## config.mk

```make
export PLATFORM = sky130hd
export DESIGN_NAME = cv32e40p_multi_sleep_unit
export DESIGN_NICKNAME = d
export VERILOG_FILES = /design/src/rtl/cv32e40p_pkg.sv /design/src/rtl/cv32e40p_sim_clock_gating.sv /design/src/rtl/cv32e40p_sleep_domain_fsm.sv /design/src/rtl/cv32e40p_multi_sleep_unit.sv
export SDC_FILE = /design/constraint.sdc
export NUM_CORES = 1
export LEC_CHECK = 0
export BUFFER_PORTS_ARGS = -buffer_cell sky130_fd_sc_hd__buf_2
export CAP_MARGIN = 20
export CORE_ASPECT_RATIO = 0.7
export CORE_MARGIN = 5
export CORE_UTILIZATION = 54
export DETAILED_ROUTE_END_ITERATION = 16
export PLACE_DENSITY = 0.77
export SLEW_MARGIN = 20
export SYNTH_ARGS = -nofsm -noshare
export SYNTH_HDL_FRONTEND = slang
export SYNTH_SLANG_ARGS = --single-unit
```

## constraint.sdc

```tcl
create_clock -name clk_ungated_i -period 1.9 [get_ports clk_ungated_i]
set_input_delay 0.57 -clock clk_ungated_i [delete_from_list [all_inputs] [get_ports clk_ungated_i]]
set_output_delay 0.57 -clock clk_ungated_i [all_outputs]
set_load 0.01 [all_outputs]
```

## src/rtl/cv32e40p_pkg.sv

```systemverilog
// Shared types for the cv32e40p sleep/clock-gating slice.
package cv32e40p_pkg;

   // Per-domain sleep controller states
   typedef enum logic [2:0] {
      SD_RESET = 3'd0,
      SD_RUN   = 3'd1,
      SD_IDLE  = 3'd2,
      SD_GATED = 3'd3,
      SD_WAKE  = 3'd4
   } sleep_dom_state_e;

   // Larger of two parameter values, used to size shared counters
   function automatic int unsigned max_u(input int unsigned a, input int unsigned b);
      return (a > b) ? a : b;
   endfunction

endpackage

```

## src/rtl/cv32e40p_sim_clock_gating.sv

```systemverilog
// Behavioural latch-based clock gate; enable captured while the clock is low.
module cv32e40p_sim_clock_gating (
   input  logic clk_i,
   input  logic en_i,
   input  logic scan_cg_en_i,
   output logic clk_o
);

   logic clk_en;

   // Transparent-low latch keeps the gated clock glitch-free
   always_latch begin
      if (clk_i == 1'b0) begin
         clk_en <= en_i | scan_cg_en_i;
      end
   end

   assign clk_o = clk_i & clk_en;

endmodule

```

## src/rtl/cv32e40p_sleep_domain_fsm.sv

```systemverilog
// One gated clock domain: sleep FSM, shared hysteresis/wake counter, clock gate.
module cv32e40p_sleep_domain_fsm
   import cv32e40p_pkg::*;
#(
   parameter int unsigned IDLE_HOLD = 4,
   parameter int unsigned WAKE_LAT  = 1
) (
   input  logic clk_ungated_i,
   input  logic rst_n,
   input  logic scan_cg_en_i,
   input  logic fetch_enable_q,
   input  logic busy,
   input  logic sleep_req,
   input  logic wake,
   output logic clk_gated,
   output logic ready,
   output logic sleep
);

   localparam int unsigned CNT_W = $clog2(max_u(IDLE_HOLD, WAKE_LAT) + 1);
   localparam logic [CNT_W-1:0] IDLE_LOAD = CNT_W'(IDLE_HOLD - 1);
   localparam logic [CNT_W-1:0] WAKE_LOAD = (WAKE_LAT > 0) ? CNT_W'(WAKE_LAT - 1) : '0;

   sleep_dom_state_e state_q, state_d;
   logic [CNT_W-1:0] cnt_q, cnt_d;
   logic             en;

   // State and counter registers on the free-running clock
   always_ff @(posedge clk_ungated_i or negedge rst_n) begin
      if (!rst_n) begin
         state_q <= SD_RESET;
         cnt_q   <= '0;
      end else begin
         state_q <= state_d;
         cnt_q   <= cnt_d;
      end
   end

   // Next-state and counter update; wake always wins over sleep entry
   always_comb begin
      state_d = state_q;
      cnt_d   = cnt_q;
      unique case (state_q)
         SD_RESET: begin
            if (fetch_enable_q) state_d = SD_RUN;
         end
         SD_RUN: begin
            if (sleep_req && !busy && !wake) begin
               state_d = SD_IDLE;
               cnt_d   = IDLE_LOAD;
            end
         end
         SD_IDLE: begin
            if (busy || wake || !sleep_req) begin
               state_d = SD_RUN;
            end else if (cnt_q == '0) begin
               state_d = SD_GATED;
            end else begin
               cnt_d = cnt_q - CNT_W'(1);
            end
         end
         SD_GATED: begin
            if (wake) begin
               if (WAKE_LAT == 0) begin
                  state_d = SD_RUN;
               end else begin
                  state_d = SD_WAKE;
                  cnt_d   = WAKE_LOAD;
               end
            end
         end
         SD_WAKE: begin
            if (cnt_q == '0) state_d = SD_RUN;
            else             cnt_d   = cnt_q - CNT_W'(1);
         end
         default: state_d = SD_RESET;
      endcase
   end

   // Wake reopens the gate combinationally so the wake cycle gets its edge
   always_comb begin
      en = fetch_enable_q & ((state_q != SD_GATED) | wake);
   end

   assign ready = (state_q == SD_RUN) || (state_q == SD_IDLE);
   assign sleep = (state_q == SD_GATED);

   cv32e40p_sim_clock_gating u_clock_gate (
      .clk_i        (clk_ungated_i),
      .en_i         (en),
      .scan_cg_en_i (scan_cg_en_i),
      .clk_o        (clk_gated)
   );

`ifdef CV32E40P_ASSERT_ON
   a_sleep_gated : assert property (@(posedge clk_ungated_i) disable iff (!rst_n)
      sleep |-> (!en || wake));
   a_en_states : assert property (@(posedge clk_ungated_i) disable iff (!rst_n)
      !en |-> (state_q inside {SD_RESET, SD_GATED}));
`endif

endmodule

```

## src/rtl/cv32e40p_multi_sleep_unit.sv

```systemverilog
// Multi-domain sleep unit: sticky fetch enable plus one gated domain per bit.
module cv32e40p_multi_sleep_unit
   import cv32e40p_pkg::*;
#(
   parameter int unsigned NUM_DOMAINS = 2,
   parameter int unsigned IDLE_HOLD   = 4,
   parameter int unsigned WAKE_LAT    = 1
) (
   input  logic                   clk_ungated_i,
   input  logic                   rst_n,
   input  logic                   scan_cg_en_i,
   input  logic                   fetch_enable_i,
   output logic                   fetch_enable_o,
   input  logic [NUM_DOMAINS-1:0] busy_i,
   input  logic [NUM_DOMAINS-1:0] sleep_req_i,
   input  logic [NUM_DOMAINS-1:0] wake_i,
   output logic [NUM_DOMAINS-1:0] clk_gated_o,
   output logic [NUM_DOMAINS-1:0] domain_ready_o,
   output logic [NUM_DOMAINS-1:0] domain_sleep_o,
   output logic                   core_sleep_o
);

   logic fetch_enable_q;

   // Fetch enable is sticky until reset
   always_ff @(posedge clk_ungated_i or negedge rst_n) begin
      if (!rst_n) fetch_enable_q <= 1'b0;
      else if (fetch_enable_i) fetch_enable_q <= 1'b1;
   end

   assign fetch_enable_o = fetch_enable_q;

   for (genvar g = 0; g < NUM_DOMAINS; g++) begin : gen_domain
      cv32e40p_sleep_domain_fsm #(
         .IDLE_HOLD (IDLE_HOLD),
         .WAKE_LAT  (WAKE_LAT)
      ) u_domain (
         .clk_ungated_i  (clk_ungated_i),
         .rst_n          (rst_n),
         .scan_cg_en_i   (scan_cg_en_i),
         .fetch_enable_q (fetch_enable_q),
         .busy           (busy_i[g]),
         .sleep_req      (sleep_req_i[g]),
         .wake           (wake_i[g]),
         .clk_gated      (clk_gated_o[g]),
         .ready          (domain_ready_o[g]),
         .sleep          (domain_sleep_o[g])
      );
   end

   assign core_sleep_o = &domain_sleep_o;

`ifdef CV32E40P_ASSERT_ON
   a_core_sleep_idle : assert property (@(posedge clk_ungated_i) disable iff (!rst_n)
      core_sleep_o |-> (busy_i == '0));
`endif

endmodule

```

==> flow_summary.json <==
{
  "status": "finished, violations left",
  "violations": "setup timing",
  "die_area_mm2": 0.002894,
  "syn_nets": 133,
  "grtUsageTotal_pct": 18.92,
  "crit_type": "latch -> out",
  "arrival_ps": 1990,
  "synth.top_cell.area_share_pct": 31.59,
  "die_h_um": 46.54,
  "synth_area_leaders": "dfrtp_1 (32%), buf_4 (5.1%), ha_1 (4.9%), nand2_1 (4.0%), a21oi_1 (3.4%)",
  "muxShareOfSynthArea_pct": 2.430,
  "hp-class": "in -> async",
  "ios": 18,
  "syn_avg_cell_area_um2": 8.653,
  "synth_area_mm2": 0.001030,
  "p_leak_nw": 0.6209,
  "pre_cts_ws_ps": -207.6,
  "p_per_area_mw_per_mm2": 1401,
  "fin_cells": 170,
  "port_buffers": 17,
  "start_util_pct": 56.02,
  "firstDrtPassIters": 5,
  "n_antenna_cell": 0,
  "antenna_found_initial": 0,
  "cp.required_ps": 1330,
  "slew_violations": 0,
  "regArea_um2": 355.3,
  "dieWidth_um": 62.20,
  "fillerInstances": 153,
  "cts_tree": "built",
  "synth_top_family_by_area": "simple AND/OR/NAND/NOR gates",
  "rsz0062_at_grt": "yes",
  "clk_pin_slew_ps": 90,
  "fin_total_pwr_mw": 1.807,
  "multi_input_area_um2": 581.8,
  "stdcell_area_mm2": 0.001290,
  "grt_pass1_vias": 944,
  "vias": 972,
  "yosysTopAreaCell": "dfrtp_1",
  "via_per_inst": 5.718,
  "start_kind": "latch",
  "netlist_instances": 119,
  "drive_above_1_share_pct": 36.49,
  "grt.overflow.total": 0,
  "slew_headroom_pct": 76.22,
  "gp_congestion": 0.7865,
  "core_area_mm2": 0.001838,
  "avgRoutedWirePerCell_um": 14.32,
  "cp-end-kind": "output port",
  "grt_pass1_wl_mm": 4.022,
  "final.setup.tns_ps": -1306,
  "synth-compound-area-share_pct": 18.47,
  "placed_cells": 156,
  "yosysUniqueCellTypes": 38,
  "drt_iter0_markers": 35,
  "ir_worst_vdd_mv": 0.9825,
  "grt_max_degree": 14,
  "rows": 13,
  "synthAdderAreaFrac_pct": 5.832,
  "finalSetupViolCount": 4,
  "worst_slack_ps": -657.9,
  "tightest_slew_ps": 347.7,
  "ctsHoldBuffers": 0,
  "place_hpwl_mm": 1.764,
  "place_area_mm2": 0.001140,
  "insertion_delay_ps": 400,
  "drt-total-wl_mm": 2.434,
  "yosysWarnings": 0,
  "antenna_left": 0,
  "ys_ff_latch": 15,
  "critPathMaxFanout": 1,
  "drv_cap": 0,
  "synthSimpleGateAreaFrac_pct": 24.91,
  "nets": 162,
  "area_growth_pct": 25.27,
  "finalHoldViolCount": 0,
  "yosys.area_share.xor_xnor_pct": 3.402,
  "clock_skew_ps": 2.304,
  "drc": 0
}
[metrics by stage]
step | hold WS [ps] | utilization, %
4_1_cts | 41.97 | 66.85
6_report | 48.78 | 70.18
3_3_place_gp | 471.7 | 62.02
3_5_place_dp | 477.0 | 62.02
5_1_grt | 44.41 | 70.18
2_1_floorplan | 274.4 | -
[path summary, 6_finish.rpt]
kind                                                                         from                                                    end  slack, ps  depth (start not counted)
max in group asynchronous                                                   rst_n          gen_domain[1].u_domain.state_q[0]$_DFFE_PN0P_       1610                          1
min                                                                         rst_n            gen_domain[1].u_domain.cnt_q[2]$_DFFE_PN0P_         50                          1
max                         gen_domain[1].u_domain.u_clock_gate.clk_en$_DLATCH_N_                                         clk_gated_o[1]       -660                          2
min in group clk_ungated_i                                         fetch_enable_i                             fetch_enable_o$_DFFE_PN0P_        360                          2
min reg2reg                           gen_domain[0].u_domain.cnt_q[2]$_DFFE_PN0P_            gen_domain[0].u_domain.cnt_q[2]$_DFFE_PN0P_        530                          1
max reg2reg                         gen_domain[0].u_domain.state_q[2]$_DFFE_PN0P_  gen_domain[0].u_domain.u_clock_gate.clk_en$_DLATCH_N_         70                          4
[sequential cells by signal (all words and copies together), names as in the netlist]
name / flops
gen_domain.u_domain.u_clock_gate.clk_en: 2
gen_domain.u_domain.cnt_q: 6
gen_domain.u_domain.state_q: 6
fetch_enable_o: 1
[per-layer routing]
| metal | track usage, % | part of all wire (%) | vias up |
|---|---|---|---|
| met3 | 9.512 | 8.3 | 9 |
| met4 | 13.85 | 2.7 | 0 |
| li1 | - | - | 464 |
| met5 | 0 | 0 | - |
| met2 | 29.34 | 46 | 42 |
| met1 | 20.47 | 43 | 457 |
[power breakdown]
| group | total, mW | internal (mW) | switching, mW |
|---|---|---|---|
| Clock | 0.505 | 0.293 | 0.212 |
| Combinational | 0.880 | 0.422 | 0.459 |
| Sequential | 0.422 | 0.382 | 0.0393 |
| Total | 1.81 | 1.10 | 0.710 |
[kinds of logic (layout without fill, tap and decap cells)]
group	count (synthesis)	after routing
and+or+nand+nor	45	45
muxes	2	2
AOI/OAI and AO/OA	28	28
latches	2	2
DFF	13	13
adders and majority gates	5	5
xor gates and xnor gates	4	4
buffers and inverters	20	49
[worst max-delay path, cell delays in order, from the launching register on]
cell,delay [ps]
dlxtn_1,400
and2_1,110
buf_2,120
[cells in the mapped netlist, drive strengths merged]
master	count
or2	1
or3	1
buf	12
o31ai	2
mux2i	1
or4b	1
a31oi	2
nor2b	5
or2b	1
nor2	8
o22ai	3
nor3b	2
o21ai	7
a21oi	7
a2111oi	1
and2	2
mux2	1
ha	4
nand3	3
a211oi	1
a32o	1
a311oi	2
nand2	13
xnor2	4
a22oi	1
inv	8
nand2b	5
or3b	2
maj3	1
and3	1
o311a	1
dfrtp	13
dlxtn	2
[cells in the final DEF (no fill, tap or decap), types with 2 or more instances in the layout]
master,count
nor2b_1,4
buf_2,15
clkbuf_4,6
dfrtp_1,13
nand2_2,2
o21ai_0,6
nor2_1,8
a31oi_1,2
ha_1,4
buf_4,11
o31ai_1,2
inv_1,7
o22ai_1,3
nand3_1,3
a311oi_1,2
dlxtn_1,2
nor3b_1,2
xnor2_1,3
nand2_1,10
buf_6,6
nand2b_1,5
a21oi_1,7
[layout make-up]
| cell class | count | share of cell area, % |
|---|---|---|
| multi-input combinational | 84 | 45.10 |
| timing repair buffer | 30 | 16.20 |
| tap | 22 | 2.134 |
| inverter | 8 | 2.522 |
| sequential | 15 | 27.55 |
| clock inverter | 1 | 0.3880 |
| clock buffer | 10 | 6.111 |
[what timing repair did]
action / in CTS / in global routing
endpoints found under the setup margin: 6 / 8
gates resized for setup: 6 / 7
setup buffers: 2 / 4
pin swaps: 2 / 1
Note: power is estimated with default switching activity, not from simulation.
